--- config.mk ---
export PLATFORM = sky130hd
export DESIGN_NAME = seg7_scan_driver
export DESIGN_NICKNAME = d
export VERILOG_FILES = /design/src/rtl/seg7_scan_driver.sv
export SDC_FILE = /design/constraint.sdc
export NUM_CORES = 1
export LEC_CHECK = 0
export CELL_PAD_IN_SITES_DETAIL_PLACEMENT = 2
export CELL_PAD_IN_SITES_GLOBAL_PLACEMENT = 2
export CORE_UTILIZATION = 33
export CTS_CLUSTER_DIAMETER = 150
export CTS_CLUSTER_SIZE = 8
export DETAILED_ROUTE_END_ITERATION = 10
export HOLD_SLACK_MARGIN = 0.03
export PLACE_DENSITY = 0.77
export SLEW_MARGIN = 20
export SYNTH_ARGS = -nofsm -noshare
export SYNTH_HDL_FRONTEND = slang
export SYNTH_SLANG_ARGS = --single-unit
export TNS_END_PERCENT = 1
--- constraint.sdc ---
create_clock -name clk -period 2.2 [get_ports clk]
set_input_delay 0.55 -clock clk [delete_from_list [all_inputs] [get_ports clk]]
set_output_delay 0.55 -clock clk [all_outputs]
set_load 0.03 [all_outputs]
--- src/rtl/seg7_scan_driver.sv ---
// seg7_scan_driver: multiplexed N-digit common-anode 7-segment driver.
// Ports: clk, clr_n (async low reset); x (BCD nibbles, digit 0 rightmost),
//   dp_mask, blank_lz, blink_en (snapshotted once per frame), brightness
//   (PWM duty, used live); a_to_g/an/dp active-low registered pin outputs,
//   frame_start one-cycle pulse when a new input snapshot is taken.
module seg7_scan_driver #(
    parameter int NUM_DIGITS  = 4,
    parameter int SCAN_DIV    = 262144,
    parameter int PWM_W       = 4,
    parameter int BLINK_DIV_W = 5
) (
    input  logic                    clk,
    input  logic                    clr_n,
    input  logic [4*NUM_DIGITS-1:0] x,
    input  logic [NUM_DIGITS-1:0]   dp_mask,
    input  logic                    blank_lz,
    input  logic [NUM_DIGITS-1:0]   blink_en,
    input  logic [PWM_W-1:0]        brightness,
    output logic [6:0]              a_to_g,
    output logic [NUM_DIGITS-1:0]   an,
    output logic                    dp,
    output logic                    frame_start
);

    localparam int IW = $clog2(NUM_DIGITS);
    localparam int PW = $clog2(SCAN_DIV);

    logic [PW-1:0]           presc;
    logic [IW-1:0]           idx;
    logic                    started;
    logic                    tc;
    logic                    last;
    logic                    snap_ev;

    logic [4*NUM_DIGITS-1:0] snap_x;
    logic [NUM_DIGITS-1:0]   snap_dp_mask;
    logic [NUM_DIGITS-1:0]   snap_blink_en;
    logic                    snap_blank_lz;

    logic [BLINK_DIV_W:0]    blink_cnt;
    logic                    blink_phase;
    logic [PWM_W-1:0]        pwm_cnt;

    logic [NUM_DIGITS-1:0]   zero_up;
    logic [3:0]              nib;
    logic                    sel_dp;
    logic                    sel_blink;
    logic                    sel_zero;
    logic [6:0]              seg;
    logic                    lz_blank;
    logic                    blink_off;
    logic                    an_on;
    logic [NUM_DIGITS-1:0]   an_nxt;
    logic [6:0]              seg_nxt;
    logic                    dp_nxt;

    assign tc   = (presc == PW'(SCAN_DIV - 1));
    assign last = (idx == IW'(NUM_DIGITS - 1));

    // A new frame begins when the scan wraps to digit 0; the very first
    // terminal count after reset also snapshots so the display never
    // waits a whole frame showing the reset contents.
    assign snap_ev = tc && (last || !started);

    // Phase is the counter MSB, so it flips every 2^BLINK_DIV_W frames.
    assign blink_phase = blink_cnt[BLINK_DIV_W];

    always_ff @(posedge clk or negedge clr_n) begin
        if (!clr_n) begin
            presc   <= '0;
            idx     <= '0;
            started <= 1'b0;
        end else begin
            presc <= tc ? '0 : presc + 1'b1;
            if (tc) begin
                idx     <= last ? '0 : idx + 1'b1;
                started <= 1'b1;
            end
        end
    end

    always_ff @(posedge clk or negedge clr_n) begin
        if (!clr_n) begin
            snap_x        <= '0;
            snap_dp_mask  <= '0;
            snap_blink_en <= '0;
            snap_blank_lz <= 1'b0;
            blink_cnt     <= '0;
        end else if (snap_ev) begin
            snap_x        <= x;
            snap_dp_mask  <= dp_mask;
            snap_blink_en <= blink_en;
            snap_blank_lz <= blank_lz;
            blink_cnt     <= blink_cnt + 1'b1;
        end
    end

    always_ff @(posedge clk or negedge clr_n) begin
        if (!clr_n) begin
            pwm_cnt <= '0;
        end else begin
            pwm_cnt <= pwm_cnt + 1'b1;
        end
    end

    // zero_up[i]: nibble i and every nibble above it are zero.
    always_comb begin : lz_scan
        logic run;
        run     = 1'b1;
        zero_up = '0;
        for (int i = NUM_DIGITS - 1; i >= 0; i--) begin
            run        = run & (snap_x[4*i +: 4] == 4'd0);
            zero_up[i] = run;
        end
    end

    always_comb begin
        nib       = 4'd0;
        sel_dp    = 1'b0;
        sel_blink = 1'b0;
        sel_zero  = 1'b0;
        for (int i = 0; i < NUM_DIGITS; i++) begin
            if (idx == IW'(i)) begin
                nib       = snap_x[4*i +: 4];
                sel_dp    = snap_dp_mask[i];
                sel_blink = snap_blink_en[i];
                sel_zero  = zero_up[i];
            end
        end
    end

    always_comb begin
        case (nib)
            4'h0:    seg = 7'b1000000;
            4'h1:    seg = 7'b1111001;
            4'h2:    seg = 7'b0100100;
            4'h3:    seg = 7'b0110000;
            4'h4:    seg = 7'b0011001;
            4'h5:    seg = 7'b0010010;
            4'h6:    seg = 7'b0000010;
            4'h7:    seg = 7'b1111000;
            4'h8:    seg = 7'b0000000;
            4'h9:    seg = 7'b0010000;
            4'hA:    seg = 7'b0111111;
            4'hB:    seg = 7'b1111111;
            4'hC:    seg = 7'b1110111;
            default: seg = 7'b0000000;
        endcase
    end

    assign lz_blank  = snap_blank_lz && (idx != '0) && sel_zero;
    assign blink_off = blink_phase && sel_blink;
    assign an_on     = (&brightness) || (pwm_cnt < brightness);

    // On the terminal count all anodes go dark for one cycle so the
    // segment change to the next digit never shows on the old anode.
    always_comb begin
        an_nxt = '1;
        for (int i = 0; i < NUM_DIGITS; i++) begin
            an_nxt[i] = ~(an_on && !tc && (idx == IW'(i)));
        end
    end

    assign seg_nxt = (blink_off || lz_blank) ? 7'b1111111 : seg;
    assign dp_nxt  = blink_off ? 1'b1 : ~sel_dp;

    always_ff @(posedge clk or negedge clr_n) begin
        if (!clr_n) begin
            a_to_g      <= 7'b1111111;
            an          <= '1;
            dp          <= 1'b1;
            frame_start <= 1'b0;
        end else begin
            a_to_g      <= seg_nxt;
            an          <= an_nxt;
            dp          <= dp_nxt;
            frame_start <= snap_ev;
        end
    end

endmodule

After elaboration in Yosys (flattened, before gate mapping)
Memory sizes are Yosys's and may differ from the RTL's.
Index checks and enable logic that the tools add are counted.
{"block": "totals", "regBits": 69, "latchBits": 0, "mem_bits_rw": 0, "romBits": 112, "out_inout_bits": 13, "n_memories": 1}
{"name": "(name not given)", "words": 16, "width": 7, "read_ports": 1, "rd_ports_with_merged_regs": 0, "write_ports": 0, "line_no": "133", "text": "case (nib)"}
{"block": "op_classes", "addsub": 4, "n_mul": 0, "n_div": 0, "magnitude_cmp": 1, "eq_ne": 4, "n_shift": 0, "muxes": 20, "bitwise_logic": 8, "n_reduce_logical": 21}
{"operator": "18-bit by 1-bit adder with 18-bit output (second input constant)", "n": 1}
{"operator": "18-bit == test (second input constant)", "n": 1}
{"operator": "18-bit 2-to-1 mux", "n": 1}
{"operator": "4-bit logical NOT", "n": 4}
{"operator": "4-bit 2-to-1 mux", "n": 4}
{"operator": "1-bit 2-to-1 mux", "n": 13}
{"operator": "1-bit logical AND", "n": 9}
{"operator": "7-bit 2-to-1 mux", "n": 1}
{"operator": "6-bit by 1-bit adder with 6-bit output (second input constant)", "n": 1}
{"operator": "1-bit NOT", "n": 5}
{"operator": "4-bit by 1-bit adder with 4-bit output (second input constant)", "n": 1}
{"operator": "2-bit == test (second input constant)", "n": 2}
{"operator": "4-bit less-than comparator", "n": 1}
{"operator": "4-bit AND reduction", "n": 1}
{"operator": "1-bit bitwise AND", "n": 3}
{"operator": "1-bit logical OR", "n": 3}
{"operator": "2-bit by 1-bit adder with 2-bit output (second input constant)", "n": 1}
{"operator": "2-bit by 1-bit == test with 1-bit output (second input constant)", "n": 1}
{"operator": "1-bit logical NOT", "n": 2}
{"operator": "2-bit logical NOT", "n": 1}
{"operator": "2-bit 2-to-1 mux", "n": 1}
{"operator": "2-bit nonzero test", "n": 1}

Longest topological paths before layout
Gate-level depths: netlist of the first run.
{"block": "depth", "ltp_word": 11, "depth_mapped": 10, "ltp_nobuf": 10}

Worst setup path before layout of the first run
No wires, ideal clock.
{"block": "synth_path", "path_type": "reg-to-reg", "startpoint": "reg idx[0]", "endpoint": "reg a_to_g[5]", "arrival_ns": 2.196, "required_time_ns": 2.101, "slack_ns": -0.095, "stages_incl_launch_ff": 10, "synth_period_minus_slack_ns": 2.295, "path_cell_list": "dfrtp_1 -> inv_1 -> ha_1 -> or2_1 -> a221oi_1 -> nor2_1 -> ha_1 -> or3_1 -> a21oi_1 -> o21ai_0"}
{"block": "synth_between", "elab_chain_cells": 8, "word_cells_on_any_way": 23, "classes_between": "eq/ne (3); mux (13); reduce/logical (6); memory (1)"}
{"item": "start: declaration", "line_no": "29", "text": "logic [IW-1:0] idx;"}
{"item": "start signal: assignment", "line_no": "76", "text": "idx <= last ? '0 : idx + 1'b1;"}
{"item": "branches (longest 7 deep; another with memory 16 x 7 bit)"}
{"item": "7-bit 2-to-1 mux (*)", "line_no": "164", "text": "assign seg_nxt = (blink_off || lz_blank) ? 7'b1111111 : seg;"}
{"item": "via seg_nxt[5]", "line_no": "54", "text": "logic [6:0] seg_nxt;"}
{"item": "end signal: assignment", "line_no": "174", "text": "a_to_g <= seg_nxt;"}
{"item": "end: declaration", "line_no": "19", "text": "output logic [6:0] a_to_g,"}
Mark *: on every way through the listed nets, which the timed path passes.
A chain may end at the register's enable or synchronous reset.

Worst setup path in the final report of the first run
{"block": "layout_path", "startpoint": "reg idx[1]", "endpoint": "reg a_to_g[3]"}
The elaborated chain is that of the path after synthesis.

==> impl_metrics.ini, run 1 <==
[logic_synthesis]
synth.avg_cell_area_um2 = 11.9
synthArstFlopShare_pct = 100
synth_edf_count = 0
synthCells = 280
synth_warnings = 0
synth_area_um2 = 3320
synth_cell_types = 52
yosysSeqAreaShare_pct = 52.5
synthFlopType = dfrtp_1
syn_nets = 326
ys_ff_latch = 69

[global_route]
grt_pass1_wl_um = 14900
grt-ovfl-total = 0
antenna_found_initial = 0
grt_pass1_vias = 2795
grt_usage_pct = 19.3
grt_max_degree = 70

[critical_path]
cp.depth = 9
rr_startpoint = idx[1]
cp.buffers_inverters = 1
cpPeakStageDelay_ns = 0.47
crit_arrival_ns = 2.54
required_ns = 2.47
rr_worst_depth = 9
critPathLaunchType = flip-flop
slowest_stage = dfrtp_2
rrSetupSlack_ns = -0.07
crit_path_max_fanout = 3
endpoint_kind = flip-flop
crit_top_cell = ha_4
r2r-end = a_to_g[3]
worstPathCellList = inv_4 -> ha_4 -> and2b_4 -> a221oi_4 -> nor2_4 -> ha_4 -> nor3_1 -> a21oi_1 -> o221ai_1
crit_type = reg -> reg
crit_family = compound AO/OA/AOI/OAI gates

[timing]
tightest_slew_ns = 0.421
max_freq_mhz = 441
setup_violations = 7
clock_skew_ns = 0.00818
hold_viol_final = 0
setup_ws_ns = -0.0669
maxSlewHeadroom_pct = 71.7
min_period_ns = 2.27
drv_slew = 0
whs_ns = 0.214
fin_setup_tns_ns = -0.315
grt_setup_unrepaired = yes
fin_crit_sh_pct = 103

[finish]
final_core_util_pct = 46.9
drive_gt1_share_pct = 34.3
diodes = 0
nets = 402
area_delta_synth_final_pct = 38.2
final_common_cell = dfrtp_1
final_cell_mix = dfrtp_1 (55), clkdlybuf4s50_1 (42), buf_4 (25), mux2_2 (23), nand3_1 (15)
final_area_um2 = 4590
layout.cells.non_filler = 494

[routing]
ant_nets = 0
routed_wl_um = 10900
vias = 2583
wl_per_cell_um = 22.1
drtPass1Iterations = 4
via_per_inst = 5.23
route.detailed.drc = 0
drt-initial-drc-count = 58

[power]
switching_share_pct = 22.7
p_sw_mw = 0.537
clkPwrFrac_pct = 42.2
ir_worst_vdd_uv = 242
p_int_mw = 1.83
p_leak_nw = 2.02
power_density_nw_per_um2 = 515
seqPwrFrac_pct = 53.7
power_mw = 2.36
p_comb_share_pct = 4.0

[clocking]
numCtsBuffers = 9
cts_tree = yes
hold_buffers = 0
clock-root-buffer = clkbuf_8
clk_latency_ns = 0.35
cts.htree.levels = 3
cts_num_sinks = 69
clk_pin_slew_ns = 0.08
clockBufferDepth = 2

[run_status]
violations = setup timing
outcome = finished, violations left

[place]
place_inst = 471
dp_slack_ns = -0.172
gp_congestion = 0.858
dp_hpwl_um = 6520
port_buffers = 43
dpl-instance-area_um2 = 4050

[floorplanning]
start_util_pct = 34.0
die_h_um = 102
die_area_um2 = 10500
coreArea_um2 = 9770
io_pins = 44
die_width_um = 102
placementRows = 36

[worst_hold_path]
worstHoldPathType = in -> async

[flow_run]
maxCapViolCount = 0
## cell usage after synthesis (all sizes together), types with 3 or more instances
cell type | count | share of area [%]
o22ai | 4 | 0.75
nor2 | 12 | 1.4
buf | 7 | 1.9
dfrtp | 57 | 43
dfstp | 12 | 9.5
nand4 | 7 | 1.8
and4 | 5 | 1.3
ha | 15 | 5.7
and2 | 5 | 0.94
and3 | 6 | 1.1
nor3 | 4 | 0.60
xor2 | 9 | 2.4
o211ai | 3 | 0.68
a21oi | 7 | 1.1
inv | 11 | 1.2
nand3 | 16 | 2.4
xnor2 | 12 | 3.4
nand2 | 12 | 1.4
nand2b | 5 | 0.94
mux2 | 26 | 8.8
a221oi | 4 | 1.4
a21o | 3 | 0.68
o21ai | 14 | 2.1
## routing by layer
| layer | GRT usage [%] | up-vias | wire length (um) |
|---|---|---|---|
| met2 | 34.3 | 58 | 5760 |
| li1 | - | 1155 | - |
| met5 | 0 | - | 0 |
| met3 | 4.38 | 22 | 317 |
| met4 | 4.84 | 0 | 313 |
| met1 | 23.4 | 1348 | 4510 |
## repair_timing
action / CTS / global route
pin swaps: 5 / 19
gates resized for setup: 17 / 50
cloned: 0 / 0
setup endpoints to repair: 7 / 7
setup buffers: 1 / 6
## cell type report
class | count | area [um2]
Inverter | 11 | 46.3
Timing Repair Buffer | 73 | 687
Clock buffer | 15 | 176
Clock inverter | 1 | 5.00
Sequential cell | 69 | 1740
Tap cell | 133 | 166
Fill cell | 976 | 5190
Multi-Input combinational cell | 192 | 1760
## sequential cells by signal, summed over array words and instances, names as in the netlist
name,flops
blink_cnt,6
presc,18
frame_start,1
pwm_cnt,4
a_to_g,7
started,1
snap_blink_en,4
idx,2
snap_dp_mask,4
snap_blank_lz,1
dp,1
an,4
snap_x,16
## how the worst max path moves through the flow
stage / start / to / slack, ns
2_1_floorplan: idx[0] / a_to_g[5] / 0.008
3_3_place_gp: idx[0] / a_to_g[4] / 0.02
3_5_place_dp: idx[0] / a_to_g[6] / -0.17
4_1_cts: idx[1] / a_to_g[6] / -0.03
5_1_grt: idx[1] / a_to_g[4] / -0.13
6_report: idx[1] / a_to_g[3] / -0.07
## power by group through the flow
stage	clock, mW	combinational (mW)	sequential, mW
floorplan	0	0.00537	1.29
global route	1.07	0.103	1.27
detailed placement	0	0.0957	1.29
global placement	0	0.0937	1.29
CTS	1.00	0.0960	1.27
finish	0.998	0.0952	1.27
## kinds of logic (layout without fill, tap and decap cells)
group / Yosys count / after routing / share of synthesized area [%]
buffers and inverters: 19 / 100 / 3.24
adder cells (fa/ha/maj): 15 / 15 / 5.65
AND/OR/NAND/NOR: 81 / 81 / 13.8
XOR/XNOR: 21 / 21 / 5.77
AO/OA/AOI/OAI: 49 / 49 / 10.3
multiplexers: 26 / 26 / 8.82
flip-flops: 69 / 69 / 52.5
Power figures use the tool's default switching activity.
==> inputs of run 2 (changes only) <==
ABC_CLOCK_PERIOD_IN_PS = 2200   (was unset)
==> results of run 2 <==
No change in the layout: final DEF, timing and power equal those of run 1.
